**src/rtl/wdt_pkg.sv**
```systemverilog
// ---------------------------------------------------------------------------
// wdt_pkg
// Shared definitions for the watchdog reset-request block (wdt_rst_req):
//   - wdt_state_e : FSM state encoding (IDLE, COUNT, FIRE), 2 bits
//   - PULSE_W     : width of the reset-pulse length counter
//   - *_ok()      : elaboration-time legality checks for the module parameters
// ---------------------------------------------------------------------------
package wdt_pkg;

   typedef enum logic [1:0] {
      IDLE  = 2'd0,
      COUNT = 2'd1,
      FIRE  = 2'd2
   } wdt_state_e;

   localparam int PULSE_W = 4;

   // TIMEOUT must be at least 2 and must fit in a TIMEOUT_W-bit counter
   // whose terminal value is TIMEOUT-1.
   function automatic bit timeout_ok(input int timeout, input int timeout_w);
      return (timeout >= 2) && (longint'(timeout) <= (longint'(1) << timeout_w));
   endfunction

   // The pulse counter runs 0..PULSE_LEN-1 inside PULSE_W bits.
   function automatic bit pulse_len_ok(input int pulse_len);
      return (pulse_len >= 1) && (pulse_len <= (1 << PULSE_W) - 1);
   endfunction

   // The early-kick bound must leave a legal kick window before timeout.
   function automatic bit min_kick_ok(input int min_kick, input int timeout);
      return (min_kick >= 0) && (min_kick < timeout - 1);
   endfunction

endpackage

```
**src/rtl/wdt_rst_req.sv**
```systemverilog
// ---------------------------------------------------------------------------
// wdt_rst_req
// Watchdog timer producing the reset request for the master reset stretcher.
// Counts clk cycles while enabled; a kick restarts the count. On timeout the
// block drives rst_req high for PULSE_LEN cycles and sets the sticky expired
// flag, then re-arms by itself. rst is the external/power-on reset only, so
// expired survives the system reset that rst_req triggers.
//
// Ports:
//   clk     in   system clock, rising edge
//   rst     in   synchronous active-high reset
//   en      in   watchdog enable (level)
//   kick    in   one-cycle restart strobe
//   clr     in   one-cycle clear of expired
//   rst_req out  reset request to the stretcher (registered)
//   expired out  sticky "watchdog fired" flag (registered)
//   cnt     out  current cycle count (TIMEOUT_W bits)
//
// Configuration macro: WDT_KICK_WINDOW_EN
//   Defined   : a kick while cnt < MIN_KICK is a violation and fires the
//               watchdog exactly like a timeout.
//   Undefined : every kick restarts the count; MIN_KICK is only range-checked.
// ---------------------------------------------------------------------------
module wdt_rst_req
   import wdt_pkg::*;
#(
   parameter int TIMEOUT_W = 12,
   parameter int TIMEOUT   = 3000,
   parameter int PULSE_LEN = 4,
   parameter int MIN_KICK  = 256
) (
   input  logic                 clk,
   input  logic                 rst,
   input  logic                 en,
   input  logic                 kick,
   input  logic                 clr,
   output logic                 rst_req,
   output logic                 expired,
   output logic [TIMEOUT_W-1:0] cnt
);

   if (!timeout_ok(TIMEOUT, TIMEOUT_W)) begin : g_bad_timeout
      $error("wdt_rst_req: TIMEOUT must be in [2, 2**TIMEOUT_W]");
   end
   if (!pulse_len_ok(PULSE_LEN)) begin : g_bad_pulse_len
      $error("wdt_rst_req: PULSE_LEN must be in [1, 15]");
   end
   if (!min_kick_ok(MIN_KICK, TIMEOUT)) begin : g_bad_min_kick
      $error("wdt_rst_req: MIN_KICK must be below TIMEOUT-1");
   end

   localparam logic [TIMEOUT_W-1:0] TERM_CNT   = TIMEOUT_W'(TIMEOUT - 1);
   localparam logic [PULSE_W-1:0]   PULSE_LAST = PULSE_W'(PULSE_LEN - 1);

   wdt_state_e         state;
   logic [PULSE_W-1:0] pulse_cnt;
   logic               kick_violation;
   logic               fire_entry;

`ifdef WDT_KICK_WINDOW_EN
   localparam logic [TIMEOUT_W-1:0] MIN_KICK_CNT = TIMEOUT_W'(MIN_KICK);
   assign kick_violation = kick && (cnt < MIN_KICK_CNT);
`else
   assign kick_violation = 1'b0;
`endif

   // Fire decision for this edge. en outranks kick, and a legal kick outranks
   // the terminal count, so a kick on the terminal cycle prevents the fire.
   // NOTE: every signal assigned in always_comb gets a default first, so no
   // path can leave it unassigned and infer a latch.
   always_comb begin
      fire_entry = 1'b0;
      if (state == COUNT && en) begin
         if (kick) fire_entry = kick_violation;
         else      fire_entry = (cnt == TERM_CNT);
      end
   end

   // NOTE: all state is updated with non-blocking assignments so every
   // register sees the pre-edge values of the others, independent of
   // statement order. Reset is synchronous and clears every register.
   always_ff @(posedge clk) begin
      if (rst) begin
         state     <= IDLE;
         cnt       <= '0;
         pulse_cnt <= '0;
         rst_req   <= 1'b0;
         expired   <= 1'b0;
      end else begin
         // Set beats clear when they coincide.
         if (fire_entry) expired <= 1'b1;
         else if (clr)   expired <= 1'b0;

         unique case (state)
            IDLE: begin
               cnt <= '0;
               if (en) state <= COUNT;
            end

            COUNT: begin
               if (!en) begin
                  state <= IDLE;
                  cnt   <= '0;
               end else if (fire_entry) begin
                  // cnt holds its value through the pulse.
                  state     <= FIRE;
                  rst_req   <= 1'b1;
                  pulse_cnt <= '0;
               end else if (kick) begin
                  cnt <= '0;
               end else begin
                  cnt <= cnt + TIMEOUT_W'(1);
               end
            end

            FIRE: begin
               // en and kick are ignored until the pulse completes.
               if (pulse_cnt == PULSE_LAST) begin
                  rst_req   <= 1'b0;
                  cnt       <= '0;
                  pulse_cnt <= '0;
                  state     <= en ? COUNT : IDLE;
               end else begin
                  pulse_cnt <= pulse_cnt + PULSE_W'(1);
               end
            end

            default: begin
               state   <= IDLE;
               cnt     <= '0;
               rst_req <= 1'b0;
            end
         endcase
      end
   end

endmodule

```
**config.mk**
```make
export PLATFORM = sky130hd
export DESIGN_NAME = wdt_rst_req
export DESIGN_NICKNAME = d
export VERILOG_FILES = /design/src/rtl/wdt_pkg.sv /design/src/rtl/wdt_rst_req.sv
export SDC_FILE = /design/constraint.sdc
export NUM_CORES = 1
export LEC_CHECK = 0
export BUFFER_PORTS_ARGS = -buffer_cell sky130_fd_sc_hd__buf_2
export CORE_ASPECT_RATIO = 1.4
export CORE_UTILIZATION = 40
export CTS_CLUSTER_SIZE = 16
export DETAILED_ROUTE_END_ITERATION = 8
export SKIP_CTS_REPAIR_TIMING = 1
export SLEW_MARGIN = 10
export SYNTH_ARGS = -nofsm -noshare
export SYNTH_HDL_FRONTEND = slang
export SYNTH_SLANG_ARGS = --single-unit
```
**constraint.sdc**
```tcl
create_clock -name clk -period 3 [get_ports clk]
set_input_delay 0.3 -clock clk [delete_from_list [all_inputs] [get_ports clk]]
set_output_delay 0.3 -clock clk [all_outputs]
set_load 0.05 [all_outputs]
```
==> results.py <==
metrics = {
    "run_status": {
        "status": "finished, final reports clean",
    },
    "grt": {
        "antenna_found_initial": 0,
        "grt_max_degree": 14,
        "grt_pass1_vias": 840,
        "grt_pass1_wl_um": 3730,
        "grt_usage_pct": 17.2,
        "overflow": 0,
    },
    "sta": {
        "drv_slew": 0,
        "post-route-min-period_ns": 1.84,
        "worst_pin_slew_ns": 0.521,
        "setup_tns_ns": 0,
        "fmax_mhz": 543,
        "relSlewSlack_pct": 65.2,
        "fin_skew_ns": 0.00931,
        "holdWs_ns": 0.257,
        "fin_crit_sh_pct": 61.4,
        "hold_viol": 0,
        "rsz0062_at_grt": "no",
        "final-setup-viol-count": 0,
    },
    "setup_path": {
        "reg2reg_depth": 5,
        "crit_buf_inv": 0,
        "cp.arrival_ns": 2.03,
        "slowest_stage": "or3b_4",
        "worstPathMaxFanout": 11,
        "path_cells": "ha_1 > or3b_4 > a2111oi_2 > xnor2_1 > nor2_1",
        "required_ns": 3.18,
        "regToRegStartpoint": "pulse_cnt[0]",
        "startpoint_type": "register",
        "critical_path.max_stage_delay_ns": 0.49,
        "r2r_slack_ns": 1.16,
        "critPathTopFamily": "simple AND/OR/NAND/NOR gates",
        "crit_type": "register to register",
        "critPathCaptureType": "register",
        "worst_r2r_endpoint": "cnt[9]",
    },
    "yosys": {
        "synth_top_cell_area_share_pct": 38.6,
        "ys_ff_latch": 20,
        "yosysMostFrequentCell": "dfxtp_1",
        "ys_top_cells_by_count": "dfxtp_1 (20), nor2_1 (13), nand2_1 (8), nand3_1 (8), xnor2_1 (8)",
        "yosysWarningCount": 0,
        "synth_top_family_by_area": "simple AND/OR/NAND/NOR gates",
        "yosysUniqueCellTypes": 36,
        "synthArstFlopShare_pct": 0,
        "syn_inst": 110,
        "netlist_area_um2": 1040,
        "synth-edff-count": 0,
        "synthSimpleGateAreaFrac_pct": 27.2,
        "synth.area.top_cells": "dfxtp_1 (39%), xnor2_1 (6.7%), a2111oi_4 (5.3%)",
        "yosys.area.top_type": "dfxtp_1",
        "avgSynthCellArea_um2": 9.44,
        "muxShareOfSynthArea_pct": 0.964,
        "seq_area_frac_synth_pct": 38.6,
        "syn_nets": 117,
        "synth_xor_area_share_pct": 6.75,
        "synth_adder_area_share_pct": 2.41,
        "synthFlopType": "dfxtp_1",
        "synth-compound-area-share_pct": 21.4,
    },
    "die": {
        "ios": 19,
        "start_util_pct": 43.0,
        "die-area_um2": 2810,
        "rows": 21,
        "fp.dieW_um": 45.1,
        "dieHeight_um": 62.3,
        "core_region_area_um2": 2420,
    },
    "pwr": {
        "switching_share_pct": 20.0,
        "p_comb_share_pct": 2.6,
        "p_leak_nw": 0.426,
        "switchingPower_mw": 0.0861,
        "p_per_area_nw_per_um2": 363,
        "clkPwrFrac_pct": 35.4,
        "pwr-share-seq_pct": 62.0,
        "internal-power_mw": 0.345,
        "irDropWorstVdd_mv": 0.255,
    },
    "cts": {
        "cts_buffers": 3,
        "tritoncts": "built",
        "path_clk_slew_ns": 0.11,
        "htreeDepth": 1,
        "ctsLongestPathBuffers": 2,
        "root_buffer": "clkbuf_4",
        "clkLatencyLatePin_ns": 0.29,
        "cts.sink_count": 20,
    },
    "detailed_routing": {
        "avgRoutedWirePerCell_um": 13.0,
        "wl_met3_um": 41,
        "wl_met2_um": 1060,
        "postRouteAntennaNets": 0,
        "viasPerCell": 5.45,
        "vias": 889,
        "wl_um": 2120,
        "dr.max_layer_used": "met4",
        "wl_met1_um": 998,
        "dr.pass1.iters": 4,
        "drcViolationCount": 0,
        "drtIter0Drc": 17,
    },
    "hold_path": {
        "hold_class": "primary input to register",
        "min_to": "expired",
        "hp-start": "clr",
        "hold_depth": 3,
    },
    "job": {
        "max_cap_violations": 0,
    },
    "layout": {
        "fillers": 256,
        "drive_gt1_share_pct": 22.5,
        "syn2layout_area_growth_pct": 14.3,
        "n_antenna_cell": 0,
        "nets": 137,
    },
    "place": {
        "dp_hpwl_um": 1620,
        "portBuffers": 18,
        "gp_congestion": 0.743,
    },
}
## power by group through the flow
stage | Combinational (mW) | Sequential [mW] | Clock (mW)
2_1_floorplan | 0.00570 | 0.274 | 0
3_3_place_gp | 0.0109 | 0.273 | 0
3_5_place_dp | 0.0111 | 0.273 | 0
4_1_cts | 0.0111 | 0.267 | 0.159
5_1_grt | 0.0122 | 0.268 | 0.171
6_report | 0.0110 | 0.267 | 0.153
## sequential cells by signal (all words and copies together) (netlist names)
name / cells
cnt: 12
pulse_cnt: 4
state: 2
expired: 1
rst_req: 1
## cell usage in the layout (no fill, tap or decap), drive strengths merged
master	n
dfxtp	20
buf	18
nor2	13
nand2	8
nand3	8
xnor2	8
a21oi	7
a211oi	4
nand4	4
clkbuf	4
a21o	3
a31oi	3
a2111oi	3
and4bb	2
a41oi	2
nand2b	2
o21ai	2
inv	2
ha	2
and2b	1
nand4b	1
and3	1
and4b	1
or3b	1
a221oi	1
and2	1
mux2i	1
nand4bb	1
nor3b	1
or4b	1
nand3b	1
a32o	1
and3b	1
## per-stage QoR
stage	total power, mW	instances	cell area (µm²)	util, %	setup slack [ns]
floorplan	0.280	110	1040	-	1.17
global placement	0.284	159	1150	47.6	1.23
detailed placement	0.285	159	1150	47.6	1.17
CTS	0.438	163	1190	49.1	1.15
global route	0.451	163	1190	49.1	1.04
finish	0.431	163	1190	49.1	1.16
## worst max path at each step
stage,slack [ns],from,cells after the start,endpoint
after floorplan,1.17,cnt[0],5,cnt[3]
after CTS,1.15,pulse_cnt[0],5,cnt[9]
final,1.16,pulse_cnt[0],5,cnt[9]
after global placement,1.23,pulse_cnt[0],5,cnt[9]
after global routing,1.04,pulse_cnt[0],5,cnt[9]
after detailed placement,1.17,pulse_cnt[0],5,cnt[9]
## routing by layer
metal	up-vias	track usage, %
met4	0	5.68
met1	426	22.5
li1	451	-
met3	2	1.74
met2	10	28.3
met5	-	0
## logic make-up after synthesis
family / Yosys count
simple gates: 48
flops: 20
mux: 1
compound gates: 26
xor+xnor: 8
buf+inv: 5
fa+ha+maj: 2
## area by class of cell
class                   count  area [µm²]  share of cell area [%]
clock buffers               4        36.3                    3.06
inverters                   2        7.51                   0.632
multi-input cells          85         611                    51.4
flip-flops and latches     20         400                    33.7
well taps                  34        42.5                    3.58
repair buffers             18        90.1                    7.59
## worst reg2reg max path, cell delays in order (launching register included)
cell and delay (ns):
dfxtp_1 0.41, ha_1 0.22, or3b_4 0.49, a2111oi_2 0.41, xnor2_1 0.17, nor2_1 0.05
No activity file was read; power rests on OpenSTA's default activity.
